--- config.mk ---
export PLATFORM = sky130hd
export DESIGN_NAME = trade_report_tx
export DESIGN_NICKNAME = d
export VERILOG_FILES = /design/src/rtl/trade_report_tx.sv
export SDC_FILE = /design/constraint.sdc
export NUM_CORES = 1
export LEC_CHECK = 0
export CAP_MARGIN = 20
export CORE_MARGIN = 3
export CORE_UTILIZATION = 55
export DETAILED_ROUTE_END_ITERATION = 16
export GPL_TIMING_DRIVEN = 0
export PLACE_DENSITY = 0.73
export SYNTH_ARGS = -nofsm -noshare
export SYNTH_HDL_FRONTEND = slang
export SYNTH_SLANG_ARGS = --single-unit
--- constraint.sdc ---
create_clock -name CLK -period 5.8 [get_ports CLK]
set_input_delay 0.58 -clock CLK [delete_from_list [all_inputs] [get_ports CLK]]
set_output_delay 0.58 -clock CLK [all_outputs]
set_load 0.02 [all_outputs]
--- src/rtl/trade_report_tx.sv ---
// Trade report transmitter: buffers matching-engine trade reports in a FIFO
// and serialises each one as a framed 7-byte stream on a valid/ready link.
//
// Ports:
//   CLK, RESET    clock, asynchronous active-low reset
//   trade_valid   one-cycle strobe qualifying trade_price/trade_qty/buy_id/sell_id
//   tx_data       outbound byte, qualified by tx_valid, accepted with tx_ready
//   tx_busy       frame in progress
//   fifo_full     FIFO holds FIFO_DEPTH reports
//   drop_count    saturating count of reports lost to overflow
module trade_report_tx #(
    parameter int          FIFO_DEPTH = 8,
    parameter logic [7:0]  SYNC_BYTE  = 8'hA5
) (
    input  logic       CLK,
    input  logic       RESET,
    input  logic       trade_valid,
    input  logic [7:0] trade_price,
    input  logic [7:0] trade_qty,
    input  logic [7:0] buy_id,
    input  logic [7:0] sell_id,
    output logic [7:0] tx_data,
    output logic       tx_valid,
    input  logic       tx_ready,
    output logic       tx_busy,
    output logic       fifo_full,
    output logic [7:0] drop_count
);

    localparam int AW = $clog2(FIFO_DEPTH);
    localparam int CW = AW + 1;
    localparam logic [CW-1:0] DEPTH_C = CW'(FIFO_DEPTH);

    typedef enum logic {
        S_IDLE,
        S_SEND
    } state_t;

    state_t        state;
    logic [31:0]   mem [FIFO_DEPTH];
    logic [AW-1:0] wr_ptr;
    logic [AW-1:0] rd_ptr;
    logic [CW-1:0] count;
    logic [CW-1:0] count_nxt;

    logic [7:0] f_price;
    logic [7:0] f_qty;
    logic [7:0] f_buy;
    logic [7:0] f_sell;
    logic [7:0] f_seq;
    logic [7:0] f_cks;
    logic [7:0] seq;
    logic [2:0] byte_idx;

    logic        pop;
    logic        push;
    logic        drop;
    logic        hs;
    logic [31:0] head;
    logic [7:0]  next_byte;

    assign head = mem[rd_ptr];
    assign pop  = (state == S_IDLE) && (count != '0);
    // A full FIFO still accepts a report when the head leaves this cycle.
    assign push = trade_valid && ((count < DEPTH_C) || pop);
    assign drop = trade_valid && !push;
    assign hs   = (state == S_SEND) && tx_valid && tx_ready;

    always_comb begin
        count_nxt = count;
        if (push && !pop)
            count_nxt = count + 1'b1;
        else if (pop && !push)
            count_nxt = count - 1'b1;
    end

    // Byte presented after the current one is accepted.
    always_comb begin
        next_byte = SYNC_BYTE;
        unique case (byte_idx + 3'd1)
            3'd1:    next_byte = f_price;
            3'd2:    next_byte = f_qty;
            3'd3:    next_byte = f_buy;
            3'd4:    next_byte = f_sell;
            3'd5:    next_byte = f_seq;
            3'd6:    next_byte = f_cks;
            default: next_byte = SYNC_BYTE;
        endcase
    end

    // Storage array carries no reset; validity comes from the pointers.
    always_ff @(posedge CLK) begin
        if (push)
            mem[wr_ptr] <= {trade_price, trade_qty, buy_id, sell_id};
    end

    always_ff @(posedge CLK or negedge RESET) begin
        if (!RESET) begin
            wr_ptr     <= '0;
            rd_ptr     <= '0;
            count      <= '0;
            fifo_full  <= 1'b0;
            drop_count <= 8'h00;
        end else begin
            if (push)
                wr_ptr <= wr_ptr + 1'b1;
            if (pop)
                rd_ptr <= rd_ptr + 1'b1;
            count     <= count_nxt;
            fifo_full <= (count_nxt == DEPTH_C);
            if (drop && (drop_count != 8'hFF))
                drop_count <= drop_count + 8'd1;
        end
    end

    always_ff @(posedge CLK or negedge RESET) begin
        if (!RESET) begin
            state    <= S_IDLE;
            tx_valid <= 1'b0;
            tx_data  <= 8'h00;
            tx_busy  <= 1'b0;
            seq      <= 8'h00;
            byte_idx <= 3'd0;
            f_price  <= 8'h00;
            f_qty    <= 8'h00;
            f_buy    <= 8'h00;
            f_sell   <= 8'h00;
            f_seq    <= 8'h00;
            f_cks    <= 8'h00;
        end else begin
            unique case (state)
                S_IDLE: begin
                    if (pop) begin
                        f_price  <= head[31:24];
                        f_qty    <= head[23:16];
                        f_buy    <= head[15:8];
                        f_sell   <= head[7:0];
                        f_seq    <= seq;
                        f_cks    <= head[31:24] ^ head[23:16]
                                  ^ head[15:8] ^ head[7:0] ^ seq;
                        byte_idx <= 3'd0;
                        tx_data  <= SYNC_BYTE;
                        tx_valid <= 1'b1;
                        tx_busy  <= 1'b1;
                        state    <= S_SEND;
                    end
                end
                S_SEND: begin
                    if (hs) begin
                        if (byte_idx == 3'd6) begin
                            seq      <= seq + 8'd1;
                            tx_valid <= 1'b0;
                            tx_busy  <= 1'b0;
                            tx_data  <= 8'h00;
                            byte_idx <= 3'd0;
                            state    <= S_IDLE;
                        end else begin
                            byte_idx <= byte_idx + 3'd1;
                            tx_data  <= next_byte;
                        end
                    end
                end
                default: state <= S_IDLE;
            endcase
        end
    end

endmodule
==> out/results.txt, run 1 <==
R2r worst-path depth: 7
CTS buffer count: 36
Internal cell power: 0.00498 W
Synth-to-layout area growth: 16.7%
Worst Path Arrival: 3340 ps
Count of pins over their slew limit: 0
Commonest non-fill, non-tap cells in the layout: edfxtp_1, dfrtp_1, nand2_1, mux4_2, clkdlybuf4s50_1
Post-synthesis sequential area ratio: 71.1%
CP Launch Type: register
Number of synthesized register bits: 344
Max-slew headroom: 48.2%
Slew @ Worst Pin: 772 ps
Max cap viols: 0
CP Cell Sequence: clkbuf_1 -> a21boi_0 -> nand2_1 -> nor3_2 -> buf_6 -> buf_6 -> buf_6
Leakage: 5.68 nW
Worst min-delay path class: in2async
Setup ws final: 2680 ps
Die X: 165 µm
Core Rows: 57
Syn_nets: 831
Async set or reset register ratio after synthesis: 25.6%
I/O pin count: 55
Root Driver: clkbuf_16
CTS sink cnt: 344
Max Freq: 321 MHz
Peak supply drop: 0.000250 V
Clk slew on worst S/H paths: 60 ps
Final WL: 28.9 mm
Slowest-stage cell, CP: nor3_2
Post-CTS setup buffer count: 0
DP HPWL: 19.0 mm
Post-Place Setup Slack: 2160 ps
Switching pwr: 0.00201 W
Share of cells above drive strength 1: 18.4%
Final setup fails: 0
Total GRT Usage: 22.4%
Fin Hold WS: 472 ps
Vias in the first global route: 7,766
First-pass GRT wire length: 44.8 mm
DRT iter0 DRCs: 752
Worst Setup End Kind: register
Max FO, Critical Path: 10
Latest clock arrival within the worst-skew pair: 510 ps
Final hold violation count: 0
# DRC: 0
Resized Gates After CTS: 0
Clk_skew: 10.7 ps
TritonCTS clock tree: yes
Post-synth EDFFs: 256
Top area cells in the synthesized netlist: edfxtp_1, dfrtp_1, mux4_2
Worst Path Required: 6030 ps
Synth Flop Type: edfxtp_1
Via density per instance: 5.92
Fin crit share: 53.8%
WL/cell: 23.2 µm
Die H: 165 µm
Synth Cell Area: 13,900 µm²
CP max stage delay: 670 ps
Yosys top cell by area: edfxtp_1
Yosys top cell area share: 55.3%
RSZ-0062 raised after global routing: no
Max H-tree Level: 2
Core area: 24,600 µm²
Grt ovf: 0
Post-DRT Antenna Nets: 0
NumNets Final: 939
Setup Crit Path Kind: reg2reg
Syn avg cell area: 17.6 µm²
Gpl congestion: 0.891
Drt first pass iters: 5
Initial antenna violation count: 0
Share of total power in combinational logic: 25.7%
Starting density of the core: 56.5%
Min Tclk post-route: 3120 ps
Outcome: finished, final reports clean
Number of diodes: 0
Die ar.: 27,200 µm²
PortBufs: 54
Seq pwr share: 44.4%
Largest net degree at the start of global routing: 77
Syn. warnings: 0
CTS max path bufs: 3
Post-synthesis cell count: 789
Netlist cell types: 47
Most common cell after layout, fill and taps aside: edfxtp_1
Clock share of power: 29.9%
Filler cell count: 1,655
CP most frequent cell: buf_6
Net Sw Frac: 28.7%
Vias: 7,382
PwrDens: 431 nW/µm²
[final cells by class]
class | instances | area, µm² | share of cell area, %
flip-flops and latches | 344 | 9890 | 60.9
multi-input cells | 397 | 3800 | 23.4
clock buffers | 54 | 1020 | 6.28
repair buffers | 70 | 786 | 4.84
well taps | 324 | 405 | 2.50
plain buffers | 43 | 251 | 1.55
clock inverters | 11 | 61.3 | 0.378
inverters | 5 | 18.8 | 0.116
[layer usage]
| layer | part of all wire (%) | track usage, % |
|---|---|---|
| met1 | 41 | 30.6 |
| met2 | 49 | 36.1 |
| met3 | 5.6 | 3.96 |
| met5 | 0 | 0 |
| met4 | 4.0 | 9.26 |
[timing repair]
action,4_1_cts,5_1_grt
endpoints found under the hold margin,12,0
endpoints found under the setup margin,0,0
hold buffers,1,0
[Yosys cell counts (3+ instances only)]
cell and number:
edfxtp_1 256, buf_4 4, xor2_1 8, buf_6 8, nor2b_1 3, o21ai_0 42, and3_1 5, clkbuf_1 15
a2111oi_0 3, mux4_1 7, nor3_1 10, inv_1 5, xnor2_1 36, a22oi_1 5, dfrtp_1 88, a221oi_1 4
nand2_1 79, mux2i_1 31, buf_2 11, nor2_1 26, xnor3_1 4, buf_1 4, nand2b_1 3, nand4_1 6
mux4_2 61, o21ai_1 8, mux2i_4 4, ha_1 6, mux2_2 7, nand3_1 10, a21oi_1 14
[per-stage QoR]
step	cell area, µm²	setup TNS, ps	std cells	utilization [%]	total power [W]
CTS	16200	0	1248	66.0	0.00705
global placement	14800	-87660	1167	60.4	0.00484
detailed placement	15100	0	1182	61.5	0.00494
global route	16200	0	1248	66.0	0.00733
finish	16200	0	1248	66.0	0.00699
floorplan	13900	0	789	-	0.00436
[worst max-delay path, delay by kind of cell, from the launching register on]
family,cells,cell delay (ps)
DFF,1,380
and+or+nand+nor,2,1040
buffers and inverters,4,810
AOI/OAI and AO/OA,1,590
[power groups by stage]
stage | registers [W] | logic, W | clock network [W]
final | 0.00311 | 0.00180 | 0.00209
after floorplan | 0.00316 | 0.00120 | 0
after global placement | 0.00313 | 0.00170 | 0
after detailed placement | 0.00315 | 0.00179 | 0
after CTS | 0.00310 | 0.00181 | 0.00213
after global routing | 0.00313 | 0.00196 | 0.00224
[final timing paths]
check                              start             to  slack, ps
worst max-delay path            count[3]     mem[1][13]       2680
worst min-delay path               RESET  drop_count[7]        470
worst max register to register  count[3]     mem[1][13]       2680
worst min register to register  f_seq[4]       f_seq[4]        470
max in group asynchronous          RESET       f_qty[1]       4730
min in group CLK                f_seq[4]       f_seq[4]        470
[sequential cells by signal, summed over array words and instances (netlist names)]
register    flops
tx_data         8
state           1
count           4
f_qty           8
f_sell          8
f_buy           8
f_cks           8
f_price         8
seq             8
wr_ptr          3
fifo_full       1
byte_idx        3
tx_busy         1
mem           256
drop_count      8
f_seq           8
rd_ptr          3
[kinds of logic after synthesis]
family          share of synthesized area [%]
simple gates                             4.68
buf+inv                                  1.94
flops                                    71.1
compound gates                           3.42
xor+xnor                                 3.54
mux                                      14.7
fa+ha+maj                               0.540
No activity file was read; power rests on OpenSTA's default activity.
==> run 2: changes to the inputs <==
==> constraint.sdc (replaced) <==
create_clock -name CLK -period 3 [get_ports CLK]
set_input_delay 0.3 -clock CLK [delete_from_list [all_inputs] [get_ports CLK]]
set_output_delay 0.3 -clock CLK [all_outputs]
set_load 0.02 [all_outputs]
==> out/results.txt, run 2 (synthesis results as in run 1) <==
Slew @ Worst Pin: 766 ps (-5.86 ps)
Starting density of the core: 56.5% (unchanged)
Largest net degree at the start of global routing: 77 (unchanged)
DRT iter0 DRCs: 623 (-17%)
Total GRT Usage: 22.2% (-0.18 points)
Post-DRT Antenna Nets: 0 (unchanged)
Core area: 24,600 µm² (unchanged)
Max cap viols: 0 (unchanged)
Leakage: 5.76 nW (+1.4%)
CP Launch Type: register
Outcome: finished, final reports clean
R2r worst-path depth: 6 (-1)
Core Rows: 57 (unchanged)
CTS sink cnt: 344 (unchanged)
Final setup fails: 0 (unchanged)
TritonCTS clock tree: yes
Synth-to-layout area growth: 18.1%
Vias in the first global route: 7,699 (-0.86%)
CTS max path bufs: 3 (unchanged)
I/O pin count: 55 (unchanged)
Reg-to-Reg End: mem[1][30]
Largest register FFs: 256 (unchanged)
Worst Setup End Kind: register
Root Driver: clkbuf_16
Top reg by flops: mem
R2R Setup Slk: 320 ps (-2370 ps)
DP HPWL: 19.1 mm (+0.72%)
Filler cell count: 1,627 (-1.7%)
Setup Crit Path Kind: reg2reg
Clk slew on worst S/H paths: 60 ps (about the same)
Share of cells above drive strength 1: 18.6% (+0.19 points)
Max-slew headroom: 48.9% (+0.67 points)
Grt ovf: 0 (unchanged)
First-pass GRT wire length: 44.6 mm (-0.46%)
Peak supply drop: 0.000566 V (+130%)
Latest clock arrival within the worst-skew pair: 510 ps (about the same)
# DRC: 0 (unchanged)
Die X: 165 µm (unchanged)
RSZ-0062 raised after global routing: no
Number of diodes: 0 (unchanged)
Commonest non-fill, non-tap cells in the layout: edfxtp_1, dfrtp_1, nand2_1, mux4_2, clkdlybuf4s50_1
Final hold violation count: 0 (unchanged)
Die ar.: 27,200 µm² (unchanged)
Worst min-delay path class: in2async
Count of pins over their slew limit: 0 (unchanged)
Fin Hold WS: 188 ps (-284 ps)
Via density per instance: 5.95 (+0.59%)
PwrDens: 858 nW/µm² (+99%)
Post-layout util: 66.8% (+0.79 points)
PortBufs: 54 (unchanged)
CTS buffer count: 36 (unchanged)
Vias: 7,402 (+0.27%)
Max FO, Critical Path: 14 (+4)
Fin crit share: 89.5% (+36 points)
Worst Path Required: 3210 ps (-2820 ps)
Reg-to-reg startpoint: count[3]
Min Tclk post-route: 2680 ps (-433 ps)
Sequential Area: 9890 µm² (unchanged)
Gpl congestion: 0.860 (-3.4%)
Die H: 165 µm (unchanged)
Most common cell after layout, fill and taps aside: edfxtp_1
Worst Path Arrival: 2900 ps (-440 ps)
Clk_skew: 13.9 ps (+3.21 ps)
WL/cell: 23.3 µm (+0.57%)
Max H-tree Level: 2 (unchanged)
Max Freq: 373 MHz (+16%)
Initial antenna violation count: 0 (unchanged)
Drt first pass iters: 5 (unchanged)
Area of the multi-input gates: 3810 µm² (+0.33%)
Final WL: 29.0 mm (+0.25%)
NumNets Final: 936 (-0.32%)
-- run 2: through the flow --
step / worst slack, ps / std cells / cell area (µm²) / setup TNS [ps] / total power [W]
2_1_floorplan: -13.2 / 789 / 13900 / -1260 / 0.00842
3_3_place_gp: -2080 / 1167 / 14900 / -604950 / 0.00935
3_5_place_dp: -334 / 1178 / 15200 / -8090 / 0.00959
4_1_cts: 18.5 / 1244 / 16400 / 0 / 0.0142
5_1_grt: 130 / 1244 / 16400 / 0 / 0.0147
6_report: 315 / 1244 / 16400 / 0 / 0.0141
-- run 2: per-layer routing --
layer | up-vias | GRT usage [%] | share of wire [%]
met3 | 51 | 3.36 | 6.6
met2 | 257 | 36.6 | 50
met4 | 0 | 6.90 | 2.3
met1 | 3826 | 31.0 | 41
li1 | 3268 | - | -
met5 | - | 0 | 0
-- run 2: how the worst max path moves through the flow --
stage,startpoint,endpoint,slack (ps),cells after the start
after floorplan,count[3],mem[7][0],-10,4
after CTS,count[3],mem[1][25],20,6
after global placement,trade_valid,mem[2][31],-2080,4
after detailed placement,trade_valid,mem[0][23],-330,6
after global routing,count[3],mem[1][7],130,6
final,count[3],mem[1][30],320,6
-- run 2: power by group --
part           switching [W]  total [W]  internal, W
Sequential          0.000358    0.00602      0.00566
Clock                0.00171    0.00458      0.00287
Combinational        0.00186    0.00348      0.00162
Total                0.00393     0.0141       0.0102
-- run 2: area by class of cell --
| cell class | instances | share of cell area [%] |
|---|---|---|
| timing repair buffer | 67 | 4.95 |
| sequential | 344 | 60.2 |
| clock buffer | 42 | 5.81 |
| buffer | 43 | 1.53 |
| tap | 324 | 2.47 |
| clock inverter | 22 | 1.71 |
| inverter | 5 | 0.114 |
| multi-input combinational | 397 | 23.2 |
-- run 2: worst max-delay path, cell delays in order (launching register included) --
cell,delay (ps)
dfrtp_1,380
clkbuf_1,230
a21boi_1,420
nand2_1,340
nor3_4,580
buf_16,240
buf_16,170
-- run 2: repair_timing --
action,CTS,global route
gates resized for setup,0,1
pin swaps,1,0
setup endpoints to repair,12,14
hold buffers,1,0
buffers inserted,1,0
endpoints found under the hold margin,88,0
==> run 3: changes to the inputs <==
--- a/config.mk
+++ b/config.mk
@@ -6,11 +6,14 @@
 export NUM_CORES = 1
 export LEC_CHECK = 0
 export CAP_MARGIN = 20
+export CELL_PAD_IN_SITES_DETAIL_PLACEMENT = 1
+export CELL_PAD_IN_SITES_GLOBAL_PLACEMENT = 2
 export CORE_MARGIN = 3
-export CORE_UTILIZATION = 55
+export CORE_UTILIZATION = 46
 export DETAILED_ROUTE_END_ITERATION = 16
 export GPL_TIMING_DRIVEN = 0
-export PLACE_DENSITY = 0.73
+export HOLD_SLACK_MARGIN = 0.02
+export PLACE_DENSITY_LB_ADDON = 0.1
 export SYNTH_ARGS = -nofsm -noshare
 export SYNTH_HDL_FRONTEND = slang
 export SYNTH_SLANG_ARGS = --single-unit
==> out/results.txt, run 3 (synthesis results as in run 1) <==
CTS max path bufs: 3 (unchanged)
Reg-to-reg startpoint: count[3]
Commonest non-fill, non-tap cells in the layout: edfxtp_1, dfrtp_1, nand2_1, mux4_2, clkdlybuf4s50_1
Slew @ Worst Pin: 847 ps (+81.2 ps)
Final hold violation count: 0 (unchanged)
Synth-to-layout area growth: 18.3%
PortBufs: 54 (unchanged)
Outcome: finished, final reports clean
Max cap viols: 0 (unchanged)
Clock share of power: 31.4% (-1.1 points)
Worst Setup End Kind: register
Filler cell count: 2,686 (+65%)
Die X: 180 µm (+9.0%)
Setup ws final: 256 ps (-59.5 ps)
DP HPWL: 22.4 mm (+17%)
Largest register FFs: 256 (unchanged)
Worst Path Required: 3220 ps (about the same)
R2R Setup Slk: 260 ps (-60 ps)
Max Freq: 364 MHz (-2.2%)
CTS buffer count: 38 (+5.6%)
Final WL: 33.5 mm (+16%)
CP Launch Type: register
Switching pwr: 0.00415 W (+5.5%)
Max-slew headroom: 43.4% (-5.5 points)
Min Tclk post-route: 2740 ps (+59.5 ps)
Max H-tree Level: 2 (unchanged)
Die ar.: 32,300 µm² (+19%)
TritonCTS clock tree: yes
Internal cell power: 0.00987 W (-2.9%)
RSZ-0062 raised after global routing: no
Clk slew on worst S/H paths: 60 ps (about the same)
Vias in the first global route: 8,200 (+6.5%)
Final Cell Area: 16,500 µm² (+0.17%)
Number of diodes: 0 (unchanged)
Setup TNS: 0 ps (unchanged)
CTS sink cnt: 344 (unchanged)
# DRC: 0 (unchanged)
Die H: 180 µm (+9.0%)
Share of cells above drive strength 1: 18.9% (+0.31 points)
Vias: 7,387 (-0.20%)
I/O pin count: 55 (unchanged)
Worst min-delay path class: in2async
PwrDens: 852 nW/µm² (-0.70%)
Final setup fails: 0 (unchanged)
Max FO, Critical Path: 17 (+3)
Peak supply drop: 0.000506 V (-11%)
Post-DRT Antenna Nets: 0 (unchanged)
Latest clock arrival within the worst-skew pair: 530 ps (+20 ps)
Drt first pass iters: 4 (-1)
WL/cell: 25.5 µm (+9.4%)
CP max stage delay: 740 ps (+160 ps)
Gpl congestion: 0.825 (-4.1%)
NumNets Final: 939 (+0.32%)
Largest net degree at the start of global routing: 49 (-36%)
Setup Crit Path Kind: reg2reg
Seq pwr share: 43.0% (+0.3 points)
Total GRT Usage: 21.0% (-1.2 points)
Initial antenna violation count: 0 (unchanged)
Fin crit share: 91.5% (+2.0 points)
Leakage: 5.74 nW (-0.23%)
Most common cell after layout, fill and taps aside: edfxtp_1
Grt ovf: 0 (unchanged)
Via density per instance: 5.61 (-5.7%)
CP Cell Sequence: clkbuf_1 -> a21boi_1 -> nand2b_1 -> nor2_4 -> buf_16
Share of total power in combinational logic: 25.6% (+0.9 points)
DRT iter0 DRCs: 565 (-9.3%)
Reg-to-Reg End: mem[2][14]
Core area: 29,700 µm² (+21%)
Clk_skew: 13.9 ps (+0.0239 ps)
Count of pins over their slew limit: 0 (unchanged)
R2r worst-path depth: 5 (-1)
Top reg by flops: mem
Core Rows: 63 (+11%)
Slowest-stage cell, CP: nor2_4
Worst Path Arrival: 2960 ps (+60 ps)
Post-Place Setup Slack: -474 ps (-141 ps)
Fin Hold WS: 313 ps (+124 ps)
Starting density of the core: 46.8% (-9.7 points)
DP Area: 15,200 µm² (+0.51%)
Root Driver: clkbuf_16
First-pass GRT wire length: 51.2 mm (+15%)
Total chip power: 0.0140 W (-0.53%)
Net Sw Frac: 29.6% (+1.7 points)
run 3: power groups by stage:
stage / registers, W / logic [W] / clock network (W)
global placement: 0.00608 / 0.00340 / 0
global route: 0.00609 / 0.00391 / 0.00474
floorplan: 0.00611 / 0.00231 / 0
CTS: 0.00603 / 0.00365 / 0.00453
detailed placement: 0.00612 / 0.00362 / 0
finish: 0.00602 / 0.00359 / 0.00440
run 3: cell type report:
| cell class | instances | area, µm² | area share, % |
|---|---|---|---|
| Sequential cell | 344 | 9890 | 60.1 |
| Inverter | 5 | 18.8 | 0.114 |
| Buffer | 43 | 251 | 1.53 |
| Tap cell | 390 | 488 | 2.97 |
| Clock inverter | 18 | 158 | 0.958 |
| Timing Repair Buffer | 68 | 816 | 4.96 |
| Clock buffer | 51 | 1020 | 6.20 |
| Multi-Input combinational cell | 397 | 3810 | 23.2 |
run 3: worst max-delay path by stage:
stage	from	to	slack [ps]	cells after the start
after floorplan	count[3]	mem[7][0]	-10	4
after global placement	trade_valid	mem[6][30]	-2350	4
after detailed placement	trade_valid	mem[1][31]	-470	6
after CTS	count[3]	mem[2][30]	230	5
after global routing	count[1]	f_price[7]	20	9
final	count[3]	mem[2][14]	260	5
run 3: layer usage:
layer / track usage, % / vias to the layer above / wire [µm]
li1: - / 3276 / -
met1: 28.8 / 3907 / 14700
met2: 34.3 / 147 / 16400
met3: 3.58 / 57 / 1320
met4: 7.39 / 0 / 1090
met5: 0 / - / 0
run 3: metrics by stage:
stage	cells	utilization, %
3_3_place_gp	1233	50.3
4_1_cts	1316	55.4
5_1_grt	1316	55.4
2_1_floorplan	789	-
6_report	1316	55.4
3_5_place_dp	1244	51.3
run 3: repair_timing:
action / CTS / global route
buffers inserted: 2 / 0
setup endpoints to repair: 36 / 0
hold buffers: 1 / 0
endpoints found under the hold margin: 40 / 0
resized for setup: 1 / 0
run 3: critical path, delay by kind of cell (launching register included):
family	cells	cell delay, ps
AO/OA/AOI/OAI	1	460
buffers and inverters	2	480
flip-flops	1	380
AND/OR/NAND/NOR	2	1090
==> variant (settings of run 3) <==
Reset style: synchronous (`RESET`), changed in 2 clocked blocks. Comments in the files are not updated.
--- a/src/rtl/trade_report_tx.sv
+++ b/src/rtl/trade_report_tx.sv
@@ -94,7 +94,7 @@
             mem[wr_ptr] <= {trade_price, trade_qty, buy_id, sell_id};
     end
 
-    always_ff @(posedge CLK or negedge RESET) begin
+    always_ff @(posedge CLK) begin
         if (!RESET) begin
             wr_ptr     <= '0;
             rd_ptr     <= '0;
@@ -113,7 +113,7 @@
         end
     end
 
-    always_ff @(posedge CLK or negedge RESET) begin
+    always_ff @(posedge CLK) begin
         if (!RESET) begin
             state    <= S_IDLE;
             tx_valid <= 1'b0;
Function: differs if RESET is asserted again (counterexample within 4 cycles, from zero or initial values and one cycle with RESET low); with RESET held inactive, the same outputs for 10 cycles.
==> variant against run 3 <==
  * Maximum frequency is 1.8% lower
  * Global-route usage grew 0.71 points
  * Clock power grew 1%
  * Setup slack lost 0.050 ns
  * Routed wire length grew 2.3%
  * Power rose by 1.7%
  * Utilization rose by 0.69 points
  * Sequential cell count grew 3
  * Die area fell by 0.61%
  * Area after synthesis shrank 0.63%
  * Design area down 0.63%
  * Highest routed layer unchanged
==> variant: results (changes against run 3) <==
- Status: finished clean
- Logic inverters: 6 (+1)
- M1 WL: 15.1 mm (+2.3%)
- Routed wire length on met3: 1.45 mm (+9.4%)
- Slew @ Worst Pin: 1.13 ns (+0.282 ns)
- Post-Place Cells: 1,301 (+4.6%)
- Multi-input combinational area share: 24.8% (+1.7 points)
- Crit Path Max Fanout: 13 (-4)
- Worst Hold Class: input pin to flop
- Post-synth top area share: 55.6% (+0.35 points)
- Syn. warnings: 0 (unchanged)
- Final Hold Violating Endpoints: 0 (unchanged)
- Flip-flop and latch count: 347 (+0.87%)
- Met1 usage: 29.3% (+0.51 points)
- Max incr delay on CP: 0.64 ns (-0.10 ns)
- Met3 Usage GRT: 3.71% (+0.12 points)
- Buffering overhead: 6.56% (+0.072 points)
- GR Util All Layers: 21.7% (+0.71 points)
- Sequential share of cell area: 58.2% (-1.9 points)
- Final Hold Slack: 0.355 ns (+0.0425 ns)
- Pleak: 5.32 nW (-7.3%)
- Routed wire length: 34.3 mm (+2.3%)
- Layout cell share with drive strength beyond 1: 17.2% (-1.7 points)
- CP Data Arrival Time: 3.02 ns (+0.06 ns)
- Ys async rst share: 0% (-26 points)
- DP Worst Slack: -0.424 ns (+0.0501 ns)
- Non-clock buffer count: 121 (+9.0%)
- First-pass DRT Iterations: 5 (+1)
- Count of multi-input gates: 446 (+12%)
- Synth top cells by count: 256 x edfxtp_1, 91 x dfxtp_1, 72 x nor2_1
- Placed cell area: 0.0151 sq mm (-0.90%)
- Initial antenna violation count: 0 (unchanged)
- Cells after Synth: 854 (+8.2%)
- Final-layout clock buffer total: 45 (-12%)
- ClkCell Share: 7.36% (+0.21 points)
- Routability cong.: 0.861 (+4.3%)
- Nets@finish: 1,002 (+6.7%)
- PortBufs: 53 (-1.9%)
- Fmax: 0.358 GHz (-1.8%)
- Reg2reg setup slack: 0.21 ns (-0.05 ns)
- FILL cells: 2,731 (+1.7%)
- Number of library cell types mapped by synthesis: 48 (+2.1%)
- Pin count of the biggest net entering global routing: 24 (-51%)
- HPWL Detailed: 23.3 mm (+3.8%)
- Seq/Total Area, Yosys: 68.8% (-2.3 points)
- Vias: 7,760 (+5.0%)
- Post-Synthesis Net Count: 896 (+7.8%)
- Largest cells by area after synthesis: edfxtp_1 56%, dfxtp_1 13%, mux4_2 10%
- Routed len/inst: 25.0 um (-2.0%)
- Row cnt: 62 (-1.6%)
- Crit-path slowest cell: nor3_4
- Design Area, Final: 0.0163 sq mm (-0.63%)
-- variant: cell count changes after synthesis, sizes merged, moves of 4 or more --
cell | run 3 | this run
mux2i | 36 | 41
nor3b | 1 | 5
nor2b | 3 | 8
nand2 | 79 | 35
o21ai | 50 | 17
a211oi | 0 | 34
nor2 | 26 | 72
xnor2 | 36 | 20
dfxtp | 0 | 91
dfrtp | 88 | 0
a21oi | 14 | 39
clkbuf | 16 | 29
xnor3 | 4 | 8
mux4 | 68 | 64
-- variant: cell families after synthesis --
logic type,share of synthesized area (%)
adder cells (fa/ha/maj),0.543
XOR/XNOR,3.33
multiplexers,14.1
AO/OA/AOI/OAI,5.14
AND/OR/NAND/NOR,5.80
flip-flops,68.8
buffers and inverters,2.27
-- variant: report_power, final --
group	switching (mW)	internal, mW
Combinational	2.28	1.70
Sequential	0.214	5.60
Clock	1.88	2.59
-- variant: repair_timing --
item                       CTS  global route
pin swaps                    0             1
buffers inserted             0             3
gates resized for setup      2             0
setup endpoints to repair  162            13
